[src/rtl/wb_stage_pkg.sv]
// Shared types and constants for the write-back stage: the MEM->WB bundle
// layout, the GPR forward bundle, and the exception/CSR codes the stage uses.
package wb_stage_pkg;

  localparam int MEM2WB_W = 167;
  localparam int WB_RF_W  = 38;

  localparam logic [5:0]  ECODE_INT  = 6'h00;
  localparam logic [5:0]  ECODE_SYS  = 6'h0b;
  localparam logic [5:0]  ECODE_BRK  = 6'h0c;
  localparam logic [5:0]  ECODE_INE  = 6'h0d;
  localparam logic [8:0]  ESUBCODE_ADEF = 9'h000;

  localparam logic [13:0] CSR_CRMD   = 14'h0000;
  localparam logic [13:0] CSR_ERA    = 14'h0006;
  localparam logic [13:0] CSR_EENTRY = 14'h000c;

  // MSB-first field order of mem_to_wb_zip; packed struct puts the first
  // member at the top, so a straight cast lines the fields up.
  typedef struct packed {
    logic        rf_we;
    logic [4:0]  rf_waddr;
    logic [31:0] rf_wdata;
    logic [31:0] pc;
    logic        csr_read;
    logic        csr_we;
    logic [13:0] csr_num;
    logic [31:0] csr_wmask;
    logic [31:0] csr_wvalue;
    logic        ex_valid;
    logic [5:0]  ecode;
    logic [8:0]  esubcode;
    logic        is_ertn;
  } mem2wb_t;

  typedef struct packed {
    logic        we;
    logic [4:0]  waddr;
    logic [31:0] wdata;
  } wb_rf_t;

endpackage

[src/rtl/wb_instret_cnt.sv]
// Retired-instruction counter: clears on reset, steps by one on inc and
// rolls over naturally at the top of its range.
module wb_instret_cnt #(
  parameter int CNT_W = 64
) (
  input  logic             clk,
  input  logic             resetn,
  input  logic             inc,
  output logic [CNT_W-1:0] cnt
);

  // count retirements; natural binary wrap from all-ones back to zero
  always_ff @(posedge clk) begin
    if (!resetn)  cnt <= '0;
    else if (inc) cnt <= cnt + {{(CNT_W-1){1'b0}}, 1'b1};
  end

endmodule

[src/rtl/wb_stage.sv]
// Write-back stage: holds the last MEM instruction for one cycle, commits
// its GPR/CSR writes, raises the global flush on exception or ertn, and
// drives the trace port and retired-instruction count.
module wb_stage
  import wb_stage_pkg::*;
#(
  parameter int MEM2WB_LEN = MEM2WB_W,
  parameter int CNT_W      = 64
) (
  input  logic                  clk,
  input  logic                  resetn,
  input  logic                  mem_to_wb_valid,
  input  logic [MEM2WB_LEN-1:0] mem_to_wb_zip,
  output logic                  wb_allowin,
  output logic                  flush,
  output logic [31:0]           flush_pc,
  output logic [13:0]           csr_num,
  input  logic [31:0]           csr_rvalue,
  output logic                  csr_we,
  output logic [31:0]           csr_wmask,
  output logic [31:0]           csr_wvalue,
  output logic                  wb_ex,
  output logic [5:0]            wb_ecode,
  output logic [8:0]            wb_esubcode,
  output logic [31:0]           wb_era,
  output logic                  ertn_flush,
  input  logic [31:0]           csr_ex_entry,
  input  logic [31:0]           csr_era,
  output logic                  rf_we,
  output logic [4:0]            rf_waddr,
  output logic [31:0]           rf_wdata,
  output logic [WB_RF_W-1:0]    wb_rf_zip,
  output logic [31:0]           debug_wb_pc,
  output logic [3:0]            debug_wb_rf_we,
  output logic [4:0]            debug_wb_rf_wnum,
  output logic [31:0]           debug_wb_rf_wdata,
  output logic [CNT_W-1:0]      instret
);

  // WB never stalls today; ready_go stays as the hook for a future stall.
  localparam logic READY_GO = 1'b1;

  mem2wb_t in_bus;
  mem2wb_t wb_r;
  wb_rf_t  fwd;
  logic    wb_valid;
  logic    accept;
  logic    ex;
  logic    er;

  assign in_bus     = mem2wb_t'(mem_to_wb_zip);
  assign wb_allowin = ~wb_valid | READY_GO;
  assign accept     = mem_to_wb_valid & wb_allowin & ~flush;

  // occupancy: a flushing cycle discards whatever MEM is offering
  always_ff @(posedge clk) begin
    if (!resetn)    wb_valid <= 1'b0;
    else if (flush) wb_valid <= 1'b0;
    else            wb_valid <= mem_to_wb_valid & wb_allowin;
  end

  // payload capture; held when nothing is accepted
  always_ff @(posedge clk) begin
    if (!resetn)     wb_r <= '0;
    else if (accept) wb_r <= in_bus;
  end

  // exception has priority over ertn when both are tagged
  always_comb begin
    ex       = wb_valid & wb_r.ex_valid;
    er       = wb_valid & wb_r.is_ertn & ~wb_r.ex_valid;
    flush    = ex | er;
    flush_pc = ex ? csr_ex_entry : csr_era;
  end

  // commit side: faulting instructions suppress both GPR and CSR writes
  always_comb begin
    wb_ex       = ex;
    ertn_flush  = er;
    wb_ecode    = wb_r.ecode;
    wb_esubcode = wb_r.esubcode;
    wb_era      = wb_r.pc;
    csr_we      = wb_valid & wb_r.csr_we & ~wb_r.ex_valid;
    csr_num     = wb_r.csr_num;
    csr_wmask   = wb_r.csr_wmask;
    csr_wvalue  = wb_r.csr_wvalue;
    rf_we       = wb_valid & wb_r.rf_we & ~wb_r.ex_valid;
    rf_waddr    = wb_r.rf_waddr;
    rf_wdata    = wb_r.csr_read ? csr_rvalue : wb_r.rf_wdata;
  end

  // ID forward bundle and trace mirror the same-cycle GPR write
  always_comb begin
    fwd.we            = rf_we;
    fwd.waddr         = rf_waddr;
    fwd.wdata         = rf_wdata;
    wb_rf_zip         = fwd;
    debug_wb_pc       = wb_r.pc;
    debug_wb_rf_we    = {4{rf_we}};
    debug_wb_rf_wnum  = rf_waddr;
    debug_wb_rf_wdata = rf_wdata;
  end

  wb_instret_cnt #(.CNT_W(CNT_W)) u_instret (
    .clk    (clk),
    .resetn (resetn),
    .inc    (wb_valid & ~wb_r.ex_valid),
    .cnt    (instret)
  );

endmodule
[config.mk]
export PLATFORM = sky130hd
export DESIGN_NAME = wb_stage
export DESIGN_NICKNAME = d
export VERILOG_FILES = /design/src/rtl/wb_stage_pkg.sv /design/src/rtl/wb_instret_cnt.sv /design/src/rtl/wb_stage.sv
export SDC_FILE = /design/constraint.sdc
export NUM_CORES = 1
export LEC_CHECK = 0
export ABC_AREA = 1
export CAP_MARGIN = 20
export CELL_PAD_IN_SITES_DETAIL_PLACEMENT = 0
export CELL_PAD_IN_SITES_GLOBAL_PLACEMENT = 1
export CORE_AREA = 4 4 244 246
export DETAILED_ROUTE_END_ITERATION = 8
export DIE_AREA = 0 0 248 250
export PLACE_DENSITY_LB_ADDON = 0.1
export SLEW_MARGIN = 15
export SYNTH_ARGS = -nofsm -noshare
export SYNTH_HDL_FRONTEND = slang
export SYNTH_SLANG_ARGS = --single-unit
[constraint.sdc]
create_clock -name clk -period 2.2 [get_ports clk]
set_clock_uncertainty 0.1 [all_clocks]
set_input_delay 0.55 -clock clk [delete_from_list [all_inputs] [get_ports clk]]
set_output_delay 0.55 -clock clk [all_outputs]
set_load 0.005 [all_outputs]
==> flow_summary.yaml, run 1 <==
routing:
  vias: 12400
  drc_errors: 0
  wl_per_cell_um: 19.4
  wirelength_um: 58600
  antenna_left: 0
  drt_iter0_drc: 561
  viasPerCell: 4.13
  dr.pass1.iters: 5
floorplanning:
  core_area_um2: 57400
  die_y_um: 250
  dieArea_um2: 62000
  num_rows: 88
  start_util: 0.211
  io_pins: 641
  die_w_um: 248
critical_path:
  r2r-end: "wb_r[16]"
  crit_required_ns: 1.55
  crit_type: "flop to output pin"
  critPathLaunchType: "flop"
  worstPathCellList: "buf_12, buf_16, buf_12, o21ai_4, buf_2"
  worst_r2r_path_depth: 11
  r2r_setup_slack_ns: 0.18
  critPathCaptureType: "output pin"
  cp.arrival_ns: 1.70
  rr_startpoint: "wb_valid"
  cp_common_cell: "buf_12"
  worst_path_max_delay_cell: "dfxtp_4"
  path_buf_inv: 4
  cpPeakStageDelay_ns: 0.37
  crit_family: "buffers and inverters"
  path_max_fanout: 7
hold_path:
  holdPathStages: 3
  worstHoldEndpoint: "u_instret.cnt[7]"
  hold_path.class: "input port to flop"
  holdCritStartpoint: "resetn"
timing:
  fin_tns_setup_ns: -4.78
  slew_headroom: 0.514
  slew_viol_final: 0
  finalSetupViolCount: 75
  rsz0062_at_grt: "true"
  hold_ws_ns: 0.342
  final_hold_viol_count: 0
  fin_crit_ns: 2.35
  period_share: 1.07
  worstMarginPinSlew_ns: 0.729
  fin_ws_ns: -0.148
  fmax_mhz: 426
clocking:
  cts-buffers-inserted: 30
  clkLatencyLatePin_ns: 0.56
  path_clk_slew_ns: 0.06
  htree_num_levels: 1
  cts.path.max_buffers: 3
  numClockSinks: 232
  hold_buffers: 0
  cts-root-buf: "clkbuf_16"
  cts_tree: "yes"
logic_synthesis:
  synth.distinct_cells: 31
  ys_ff_latch: 232
  syn_area_per_cell_um2: 6.83
  syn-cell-area_um2: 12100
  syn_inst: 1774
  synth_top_area_cell: "dfxtp_1"
  seq_area_frac_synth: 0.384
  synth_top_area_share: 0.384
  synth.area.top_cells: "dfxtp_1, buf_4, nor2_1"
  syn_nets: 2041
  yosysWarnings: 0
placed_design:
  hpwlAfterDp_um: 44600
  gp_congestion: 0.824
  place_ws_ns: -0.358
  placed_cell_area_um2: 17900
  io_buffers: 639
  dp.cells: 2907
pwr:
  ir_drop_uv: 556
  p_leak_nw: 8.13
  power_mw: 12.4
  power_density_nw_per_um2: 622
cells_and_area:
  design_area_um2: 20000
  area_growth_pct: 64.9
  instances_no_fill: 3016
  nets: 2490
  final_layout_size_suffix_gt1_frac: 0.209
  post-route-util: 0.348
global_routing:
  grt_pass1_vias: 12200
  grt_max_degree: 146
  grt.overflow.total: 0
  grt.total_usage: 0.179
  grt_pass1_wl_um: 84000
  antenna_found_initial: 8
run_status:
  violations: "setup timing"
  status: "finished, violations left"
job:
  drv_cap: 0
[kinds of logic (layout without fill, tap and decap cells)]
logic type      Yosys count  after routing  share of synthesized area
compound gates          287            287                      0.120
xor+xnor                 10             10                    0.00723
fa+ha+maj                 1              1                    0.00103
buf+inv                 426            897                      0.215
flops                   232            232                      0.384
other cells               1              7                   0.000310
simple gates            817            817                      0.273
[layer usage]
layer	vias to the layer above	part of all wire	GRT usage
met4	6	0.013	0.0326
met1	5733	0.43	0.225
met2	384	0.49	0.309
met5	-	0.00077	0
met3	53	0.071	0.0484
li1	6270	-	-
[registers in the layout (all words and copies together), names as in the netlist]
register,flops
debug_wb_pc,32
wb_esubcode,9
csr_wmask,32
debug_wb_rf_wnum,5
wb_r,37
wb_valid,1
wb_ecode,6
u_instret.cnt,64
csr_num,14
csr_wvalue,32
[synth_stat cells, drive strengths merged]
cell    count
nor2      428
nand2     302
buf       282
dfxtp     232
o21ai     217
inv       108
a21oi      62
nand3      42
clkbuf     35
nand4      19
nor3       17
xor2        7
nor3b       4
a31oi       3
nand3b      3
o21a        3
xnor2       3
and2        2
o21bai      2
clkinv      1
conb        1
ha          1
[where the power goes]
| group | total [mW] | switching (mW) | internal, mW |
|---|---|---|---|
| clock network | 5.01 | 1.95 | 3.06 |
| logic | 2.83 | 1.22 | 1.61 |
| registers | 4.59 | 0.146 | 4.44 |
[worst max path at each step]
stage | to | slack (ns) | start | cells after the start
after floorplan | rf_wdata[1] | 0.35 | wb_r[96] | 5
after global placement | wb_rf_zip[17] | -0.38 | csr_rvalue[17] | 4
after detailed placement | rf_wdata[23] | -0.36 | csr_rvalue[23] | 4
after CTS | wb_rf_zip[3] | -0.19 | wb_r[96] | 5
after global routing | wb_rf_zip[3] | -0.21 | wb_r[96] | 5
final | wb_rf_zip[3] | -0.15 | wb_r[96] | 5
[timing repair]
item | 4_1_cts | 5_1_grt
setup buffers | 37 | 6
cloned | 12 | 0
resized for setup | 799 | 122
endpoints found under the setup margin | 206 | 160
pin swaps | 37 | 18
[placed cells by master, fill, tap and decap left out, types with 3 or more instances in the layout]
cell,instances
dfxtp_1,179
nand2_4,15
xor2_1,7
buf_12,31
nand3_1,42
a21oi_1,62
buf_16,10
dfxtp_4,23
nor3_1,16
nor3b_1,3
inv_2,6
clkbuf_8,8
nor2_4,6
o21ai_0,36
buf_8,4
xnor2_1,3
nand2_2,53
o21a_1,3
dlymetal6s2s_1,6
inv_1,98
a31oi_1,3
nand3b_1,3
dlygate4sd2_1,22
dfxtp_2,30
nor2_1,406
buf_2,108
o21ai_4,32
clkinv_2,6
o21ai_1,149
buf_4,28
nand4_1,19
buf_6,50
nor2_2,16
nand2_1,232
clkdlybuf4s50_1,472
clkbuf_16,31
diode_2,6
clkbuf_1,7
[cell type report]
cell class              instances  area, µm²
diodes                          6       15.0
fillers                      6170      37400
well taps                     765        957
clock inverters                 8       93.8
flip-flops and latches        232       4770
clock buffers                  46        912
inverters                     109        428
repair buffers                734       7280
multi-input cells            1116       5510
[worst reg2reg max path, stage by stage (launching register included)]
cell,delay [ns]
dfxtp_4,0.36
nand2_8,0.10
clkinv_8,0.08
buf_16,0.15
buf_4,0.13
nor2_4,0.08
buf_4,0.14
nand2_8,0.08
buf_12,0.19
buf_4,0.17
o21ai_0,0.25
a21oi_1,0.06
No activity file was read; power rests on OpenSTA's default activity.
==> inputs of run 2 (changes only) <==
- ABC_AREA: 1 -> not set
- CORE_AREA: 4 4 244 246 -> 4 4 250 252
- DIE_AREA: 0 0 248 250 -> 0 0 254 256
- SKIP_CTS_REPAIR_TIMING: not set -> 1
==> run 2 against run 1 <==
Compared with the run above: the flow still finishes with violations (setup timing); area after synthesis decreased by 6.3%; count of clock-buffer cells in the layout decreased by 1; power decreased by 5.4%; combinational power decreased by 27%; first-iteration DRC count decreased by 34%; critical path type unchanged; critical endpoint is now rf_wdata[21]; largest cell class unchanged.
==> flow_summary.yaml, run 2 <==
cells_and_area:
  nets: 2202
  largest_reg_flops: 64
  area_growth_pct: 74.2
  final_layout_size_suffix_gt1_frac: 0.221
  final_cell_mix: "clkdlybuf4s50_1, nand2_1, a21oi_1"
  fillers: 6383
  design_area_um2: 19800
  seq_area_um2: 4740
  final_common_cell: "clkdlybuf4s50_1"
  layout_top_registers: "u_instret.cnt x64, wb_r x37"
  multiInputGateArea_um2: 4960
  top_register: "u_instret.cnt"
logic_synthesis:
  yosysWarnings: 0
  yosysMostFrequentCell: "nand2_1"
  seq_area_frac_synth: 0.409
  synth.distinct_cells: 37
  async_flop_share: 0
  ys_ff_latch: 232
  syn_area_per_cell_um2: 7.98
  syn_inst: 1421
  synth-main-ff-cell: "dfxtp_1"
  synth_commonest_cells: "nand2_1, buf_4, dfxtp_1"
  synth_edf_count: 0
  syn-cell-area_um2: 11300
  synth_top_area_cell: "dfxtp_1"
  synth.area.top_cells: "dfxtp_1, buf_4, nand2_1"
  synth_top_area_share: 0.409
  syn_nets: 1688
critical_path:
  critPathLaunchType: "flop"
  worst_path_max_delay_cell: "clkdlybuf4s50_1"
  crit_type: "flop to output pin"
  r2r-end: "u_instret.cnt[63]"
  cp.arrival_ns: 2.08
  worst_r2r_path_depth: 5
  path_max_fanout: 12
  cpPeakStageDelay_ns: 0.49
  worstPathCellList: "buf_12, mux2_2, clkdlybuf4s50_1"
  crit_required_ns: 1.55
  r2r_setup_slack_ns: -0.15
  rr_startpoint: "u_instret.cnt[28]"
  critPathCaptureType: "output pin"
run_status:
  status: "finished, violations left"
  violations: "setup timing"
placed_design:
  placed_cell_area_um2: 17800
  io_buffers: 639
  hpwlAfterDp_um: 41800
  place_ws_ns: -0.401
  gp_congestion: 0.874
floorplanning:
  die_y_um: 256
  start_util: 0.189
  core_area_um2: 60100
  num_rows: 90
  dieArea_um2: 65000
  io_pins: 641
  die_w_um: 254
timing:
  fin_ws_ns: -0.533
  slew_viol_final: 0
  hold_ws_ns: 0.351
  period_share: 1.24
  finalSetupViolCount: 158
  fmax_mhz: 366
  fin_tns_setup_ns: -35.86
  fin_crit_ns: 2.73
  rsz0062_at_grt: "true"
  final_hold_viol_count: 0
clocking:
  cts-buffers-inserted: 30
  cts-root-buf: "clkbuf_16"
  htree_num_levels: 1
  cts.path.max_buffers: 3
  path_clk_slew_ns: 0.06
  cts_tree: "yes"
  numClockSinks: 232
  clkLatencyLatePin_ns: 0.56
global_routing:
  grt_pass1_wl_um: 76700
  antenna_found_initial: 4
  grt_pass1_vias: 11300
  grt.overflow.total: 0
  grt_max_degree: 72
  grt.total_usage: 0.155
routing:
  drc_errors: 0
  antenna_left: 0
  vias: 11100
  dr.pass1.iters: 5
  wl_per_cell_um: 20.0
  viasPerCell: 4.07
  drt_iter0_drc: 371
  wirelength_um: 54900
hold_path:
  holdCritStartpoint: "csr_wmask[20]"
  hold_path.class: "flop to flop"
  holdPathStages: 2
  worstHoldEndpoint: "csr_wmask[20]"
pwr:
  p_leak_nw: 9.14
  power_density_nw_per_um2: 595
  ir_drop_uv: 557
  power_mw: 11.8
job:
  drv_cap: 0
run 2: cell types whose count changed after synthesis, moves of 20 or more:
cell / delta
nand3_1: -21
mux2_2: +64
or3_1: +23
o21ai_0: -44
o21ai_1: -149
nor2_1: -371
inv_1: -85
nand2_1: +60
a21oi_1: +136
clkbuf_1: +32
buf_4: -20
run 2: logic make-up after synthesis:
logic type	synth area share
muxes	0.0671
xor gates and xnor gates	0.0224
AOI/OAI and AO/OA	0.103
adders and majority gates	0.00110
DFF	0.409
buffers and inverters	0.190
and+or+nand+nor	0.207
other	0.000331
run 2: per-layer routing:
metal	share of wire	GRT usage	up-vias
met5	0.00084	0	-
met4	0.019	0.0315	6
met2	0.52	0.283	315
met3	0.055	0.0411	54
li1	-	-	5509
met1	0.41	0.181	5263
run 2: worst max-delay path by stage:
stage | slack, ns | startpoint | depth (start not counted) | to
after floorplan | -0.11 | u_instret.cnt[21] | 7 | u_instret.cnt[39]
after global placement | -0.40 | csr_rvalue[26] | 3 | debug_wb_rf_wdata[26]
after detailed placement | -0.40 | csr_rvalue[26] | 3 | wb_rf_zip[26]
after CTS | -0.69 | wb_r[16] | 4 | flush_pc[0]
after global routing | -0.59 | wb_r[96] | 3 | wb_rf_zip[26]
final | -0.53 | wb_r[96] | 3 | rf_wdata[21]
run 2: per-stage QoR:
stage / instances / util
after detailed placement: 2639 / 0.296
after floorplan: 1421 / -
final: 2740 / 0.329
after global placement: 2639 / 0.296
after CTS: 2693 / 0.313
after global routing: 2740 / 0.329
run 2: layout make-up:
class / count / area share
inverters: 13 / 0.00285
flip-flops and latches: 232 / 0.240
repair buffers: 799 / 0.404
clock buffers: 45 / 0.0450
diodes: 1 / 0.000127
multi-input cells: 859 / 0.251
clock inverters: 9 / 0.00735
well taps: 782 / 0.0495
run 2: power breakdown:
| part | switching, mW | internal [mW] |
|---|---|---|
| Sequential | 0.126 | 4.38 |
| Combinational | 0.794 | 1.27 |
| Clock | 1.96 | 3.23 |
run 2: worst max-delay path, delay by kind of cell, from the launching register on:
family / cells / cell delay, ns
buf+inv: 2 / 0.66
mux: 1 / 0.42
flops: 1 / 0.43
==> inputs of run 3 (changes only) <==
- CAP_MARGIN: 20 -> 40
==> results of run 3 <==
The final DEF is identical to that of run 2; final timing and power are the same.
